`src/rtl/instr_line_mem.sv`:
```
// rtl/instr_line_mem.sv - instruction line memory with fill-on-init and line-wide registered reads
module instr_line_mem #(
  parameter int               WORD_W    = 32,
  parameter int               DEPTH     = 16,
  parameter int               BUS_W     = 256,
  parameter logic [3:0]       SELECT    = 4'h1,
  parameter logic [WORD_W-1:0] FILL_WORD = WORD_W'(32'hFF000000)
) (
  input  logic             Clk,
  input  logic             Reset,
  input  logic [15:0]      address,
  input  logic             nRead,
  input  logic             nWrite,
  input  logic [BUS_W-1:0] DataIn,
  output logic [BUS_W-1:0] DataOut,
  output logic             DataValid,
  output logic             AddrErr,
  output logic             Busy
);

  localparam int         LINE    = BUS_W / WORD_W;
  localparam int         AW      = (DEPTH > 1) ? $clog2(DEPTH) : 1;
  localparam logic [12:0] DEPTH_L = 13'(DEPTH);

  typedef enum logic {INIT, IDLE} state_t;

  state_t            state, state_next;
  logic [AW-1:0]     cnt;
  logic [WORD_W-1:0] mem [DEPTH];

  logic [11:0]       idx;
  logic              in_range;
  logic              sel, wr, rd;
  logic [BUS_W-1:0]  line_next;

  assign idx      = address[11:0];
  assign in_range = ({1'b0, idx} < DEPTH_L);
  // Requests only count once init is done and the block is addressed; write beats read.
  assign sel      = (state == IDLE) && (address[15:12] == SELECT);
  assign wr       = sel && !nWrite;
  assign rd       = sel && nWrite && !nRead;

  // Only the low word of the write bus is stored.
  if (BUS_W > WORD_W) begin : g_unused
    logic unused_hi;
    assign unused_hi = ^DataIn[BUS_W-1:WORD_W];
  end

  // State register and init word counter.
  always_ff @(posedge Clk or posedge Reset) begin
    if (Reset) begin
      state <= INIT;
      cnt   <= '0;
    end else begin
      state <= state_next;
      if (state == INIT) cnt <= cnt + 1'b1;
      else               cnt <= '0;
    end
  end

  // Next state: INIT walks every word once, then stays in IDLE until reset.
  always_comb begin
    state_next = state;
    Busy       = 1'b0;
    case (state)
      INIT: begin
        Busy = 1'b1;
        if (cnt == AW'(DEPTH - 1)) state_next = IDLE;
      end
      IDLE:    state_next = IDLE;
      default: state_next = INIT;
    endcase
  end

  // Memory array: filled with the STOP word during init, then written by selected in-range writes.
  always_ff @(posedge Clk) begin
    if (state == INIT)
      mem[cnt] <= FILL_WORD;
    else if (wr && in_range)
      mem[idx[AW-1:0]] <= DataIn[WORD_W-1:0];
  end

  // Assemble the line starting at idx; words past the end read as the fill word, never wrapping.
  always_comb begin
    line_next = '0;
    for (int k = 0; k < LINE; k++) begin
      if (({1'b0, idx} + 13'(k)) < DEPTH_L)
        line_next[k*WORD_W +: WORD_W] = mem[AW'({1'b0, idx} + 13'(k))];
      else
        line_next[k*WORD_W +: WORD_W] = FILL_WORD;
    end
  end

  // Registered response: line and pulses appear one cycle after the request.
  always_ff @(posedge Clk or posedge Reset) begin
    if (Reset) begin
      DataOut   <= '0;
      DataValid <= 1'b0;
      AddrErr   <= 1'b0;
    end else begin
      DataValid <= rd;
      AddrErr   <= (rd || wr) && !in_range;
      if (rd) DataOut <= line_next;
    end
  end

endmodule
```
`config.mk`:
```
export PLATFORM = sky130hd
export DESIGN_NAME = instr_line_mem
export DESIGN_NICKNAME = d
export VERILOG_FILES = /design/src/rtl/instr_line_mem.sv
export SDC_FILE = /design/constraint.sdc
export NUM_CORES = 2
export LEC_CHECK = 0
export CORE_UTILIZATION = 57
export DETAILED_ROUTE_END_ITERATION = 6
export GPL_TIMING_DRIVEN = 0
export PLACE_DENSITY_LB_ADDON = 0.25
export REMOVE_ABC_BUFFERS = 1
export SYNTH_ARGS = -nofsm -noshare
export SYNTH_HDL_FRONTEND = slang
export SYNTH_SLANG_ARGS = --single-unit
export TNS_END_PERCENT = 100
```
`constraint.sdc`:
```
create_clock -name Clk -period 12 [get_ports Clk]
set_input_delay 1.8 -clock Clk [delete_from_list [all_inputs] [get_ports Clk]]
set_output_delay 1.8 -clock Clk [all_outputs]
set_load 0.005 [all_outputs]
```
# Word-level counts from Yosys, hierarchy flattened
# Memory sizes are Yosys's and may differ from the RTL's.
# Index checks and enable logic that the tools add are counted.
dict set report word_totals {
  regBits 263
  latchBits 0
  mem_bits_rw 512
  romBits 0
  input_bits 276
  output_inout_bits 259
  word_cells 54
  n_memories 1
}
# name depth width rd rd_clocked_by_memory_dff write_ports line
set memory_table {}
lappend memory_table {mem 16 32 8 0 1 29} ;# logic [WORD_W-1:0] mem [DEPTH];
dict set report op_classes {
  n_addsub 8
  multipliers 0
  n_div 0
  n_lt_le_gt_ge 8
  n_eq_ne 2
  n_shift 0
  muxes 18
  bitwise 1
  reduce_logical 11
}
# cell n
set ops {}
lappend ops {{$mux 32} 9}
lappend ops {{$lt 13x5->1 const B} 7}
lappend ops {{$add 12x3->13 const B} 4}
lappend ops {{$reduce_or 32->1} 1}
lappend ops {{$add 12x2->13 const B} 2}
lappend ops {{$add 12x1->13 const B} 1}
lappend ops {{$lt 12x5->1 const B} 1}
lappend ops {{$mux 4} 2}
lappend ops {{$logic_and 1x1->1} 6}
lappend ops {{$mux 1} 6}
lappend ops {{$add 4x1->4 const B} 1}
lappend ops {{$eq 4x1->1 const B} 1}
lappend ops {{$eq 4x4->1 const B} 1}
lappend ops {{$logic_not 1->1} 3}
lappend ops {{$pmux 1 s2} 1}
lappend ops {{$logic_or 1x1->1} 1}
lappend ops {{$not 1->1} 1}

# Longest topological paths before layout
dict set report logic_depth {
  ltp_word 9
  mapped_depth 12
  ltp_nobuf 8
}

# Worst setup path before layout
# No wires, ideal clock.
dict set report synth_timing {
  path_kind {input-to-reg}
  startpoint {input port address[4]}
  endpoint {memory mem[10][0] (enable)}
  setup_ps 421
  arrival_time_ps 4748
  t_required_ps 11579
  setup_slack_ps 6831
  cell_stages 9
  n_path_buf 4
  path_cell_list {buf_4 buf_6 clkbuf_1 nor4_1 nand3_1 nor2_1 buf_2 a32oi_1 nor2_1}
}
dict set report synth_between {
  elab_chain_cells 7
  elab_cells_between_ends 8
  cone_classes {order compare: 1; mux: 5; reduce/logical: 2}
}
# item line
set synth_rtl {}
lappend synth_rtl {{start: declaration} 11} ;# input logic [15:0] address,
lappend synth_rtl {{$lt 12x5->1 *} 37} ;# assign in_range = ({1'b0, idx} < DEPTH_L);
lappend synth_rtl {{$logic_and 1x1->1 *} 79} ;# else if (wr && in_range)
lappend synth_rtl {{$mux 1 *} 79}
lappend synth_rtl {{$mux 1 *} 77} ;# if (state == INIT)
lappend synth_rtl {{$mux 1 (not written as such) *} 80} ;# mem[idx[AW-1:0]] <= DataIn[WORD_W-1:0];
lappend synth_rtl {{$reduce_or 32->1 (no line)} --}
lappend synth_rtl {{$mux 4 (no line) / $mux 1 (equally long branches)} --}
lappend synth_rtl {{end: declaration} 29}
# Every way passes the cells marked *; elsewhere a longest branch is shown, timed or not.

# Worst setup path in the final report
dict set report layout_timing {
  startpoint {input port address[6]}
  endpoint {memory mem[3][16] (enable)}
}
# The elaborated chain is that of the path after synthesis.

==> impl_metrics.toml <==
[worst_setup_path]
endpoint_kind = "flip-flop"
r2r_cells = 6
crit_arrival_ps = 6960
cp_max_fo = 22
crit_path_start_kind = "input port"
r2r_start = "state"
r2r_end = "mem[3][16]"
ff2ff_setup_slack_ps = 7200
path_class = "input port to flip-flop"
required_ps = 12330

[power]
finalPower_uw = 6350
leakage_uw = 0.0178
power-per-cell-area_nw_per_um2 = 120
peakVddDrop_mv = 0.0990

[drt]
ant_nets = 0
drc = 2
via_count = 32700
routed_wl_mm = 154
avgRoutedWirePerCell_um = 37.7
via_per_inst = 7.97
initialDrtViolationCount = 5715
firstDrtPassIters = 7

[finish]
final_common_cell = "mux4_2"
syn_to_final_growth_pct = 18.5
fill_cells = 4985
mostFrequentLayoutCells = "672 x mux4_2, 512 x edfxtp_1, 306 x clkdlybuf4s50_1, 263 x dfrtp_1, 215 x nand2_1"
fin_nets = 3275
instances_no_fill = 4098
drive_gt1_share_pct = 31.2

[sta]
setup_viol = 0
clock_skew_ps = 23.7
whs_ps = 485
max-slew-margin-rel_pct = 20.2
setup_tns_ps = 0
slew_violations = 0
finalCriticalPeriod_ps = 6640
hold_violations = 0
min_period_over_period_pct = 55.3
rsz0062_at_grt = "no"
fmax_mhz = 151
worst_slew_pin_slew_ps = 1190

[logic_synthesis]
ys_warn_count = 0
synth-edff-count = 512
synth-xor-area-share_pct = 0.607
netlist_instances = 2774
synth-simple-area-share_pct = 3.95
syn_area_per_cell_sq_um = 16.0
synth-compound-area-share_pct = 8.19
synth_fa_ha_area_share_pct = 0.309
yosysSeqAreaShare_pct = 49.3
synth_flop_cell = "edfxtp_1"
synth_top_family_by_area = "multiplexers"
synth.distinct_cells = 64
netlist_area_sq_um = 44500
synth_seq_cells = 775
async_flop_share_pct = 33.9
synthMuxAreaShare_pct = 34.1

[die]
pin_count = 535
die_w_um = 281
die_h_um = 281
core_area_sq_um = 77300
rows = 102
initial_core_util_pct = 57.6
dieArea_sq_um = 79200

[placed_design]
io_buffer_count = 310
place_congestion = 0.890
place_hpwl_mm = 100
dp_cells = 3944

[global_route]
grt_max_degree = 124
grt_pass1_vias = 32000
grt_use_total_pct = 39.6
grt-ovfl-total = 0
grt_pass1_wl_mm = 222
antenna_found_initial = 2

[cts]
cts_root_buf = "clkbuf_16"
clock_sinks = 775
cts_resized = 0
cts_buffers = 82
cts_max_level = 3
clk_latency_ps = 660
cts_tree = "done"
postCtsHoldBufs = 0
path_clk_slew_ps = 60
cts_buffer_depth = 3
post-cts-setup-buffers = 0

[min_path]
holdCritPathClass = "flip-flop to flip-flop"
holdPathStages = 2
min-delay-start = "DataOut[78]"
min_to = "DataOut[78]"

[flow_run]
drv_cap = 0

[run_status]
violations = "DRC"
status = "finished with violations"
-- registers in the layout (all words and copies together), names as in the netlist --
name / cells
mem: 512
DataOut: 256
cnt: 4
AddrErr: 1
DataValid: 1
state: 1
-- how the worst max path moves through the flow --
stage,depth (start not counted),slack [ps],startpoint,endpoint
floorplan,6,1430,address[1],DataOut[224]
global placement,8,-32720,address[0],DataOut[100]
detailed placement,7,4990,address[4],mem[3][6]
CTS,7,5620,address[4],mem[3][16]
global route,11,5300,address[0],DataOut[50]
finish,7,5360,address[6],mem[3][16]
-- metrics by stage --
stage | utilization (%) | cell area, sq um | worst slack, ps
floorplan | - | 43400 | 1430
global placement | 61.8 | 47800 | -32720
detailed placement | 64.7 | 50000 | 4990
CTS | 68.2 | 52800 | 5620
global route | 68.2 | 52800 | 5300
finish | 68.2 | 52800 | 5360
-- kinds of logic (layout without fill, tap and decap cells) --
group	Yosys count	count (layout)
flops	775	775
mux	676	676
other cells	0	1
buf+inv	378	661
compound gates	509	509
fa+ha+maj	11	11
xor+xnor	30	30
simple gates	395	395
-- synth_stat cells, drive strengths merged, types with 11 or more instances --
| cell | count | area share (%) |
|---|---|---|
| a221oi | 49 | 0.96 |
| a22o | 120 | 2.4 |
| a22oi | 49 | 0.83 |
| and2 | 29 | 0.41 |
| buf | 116 | 1.3 |
| clkbuf | 154 | 1.3 |
| clkinv | 36 | 0.31 |
| dfrtp | 263 | 15 |
| edfxtp | 512 | 35 |
| ha | 11 | 0.31 |
| inv | 72 | 0.61 |
| mux4 | 672 | 34 |
| nand2 | 215 | 1.8 |
| nand3 | 13 | 0.19 |
| nor2 | 81 | 0.68 |
| nor3 | 12 | 0.13 |
| o21ai | 179 | 2.0 |
| o22a | 64 | 1.3 |
| xnor2 | 16 | 0.31 |
| xor2 | 14 | 0.29 |
-- power breakdown --
group / switching [uW] / total [uW] / internal (uW)
clock network: 1110 / 2600 / 1490
registers: 39.3 / 2900 / 2870
logic: 481 / 853 / 372
-- worst max-delay path: stages --
cell	delay, ps
clkdlybuf4s50_1	900
nor4_1	560
nand3_1	880
nor2_4	930
a31oi_1	540
nor2_4	980
buf_12	290
-- routing by layer --
layer  GRT usage (%)  vias to the layer above  share of wire [%]
met2            57.7                     3461                 44
met3            14.5                      750                 18
li1                -                    12000                  -
met1            52.1                    16400                 32
met4            21.9                        2                6.9
met5           0.244                        -             0.0084
-- area by class of cell --
type / instances / area [sq um] / area share (%)
Multi-Input combinational cell: 1621 / 21300 / 40.4
Clock inverter: 43 / 395 / 0.749
Clock buffer: 110 / 2340 / 4.43
Inverter: 108 / 415 / 0.787
Antenna cell: 1 / 2.50 / 0.00474
Timing Repair Buffer: 400 / 5040 / 9.55
Sequential cell: 775 / 22000 / 41.6
Tap cell: 1040 / 1300 / 2.47
No activity file was read; power rests on OpenSTA's default activity.
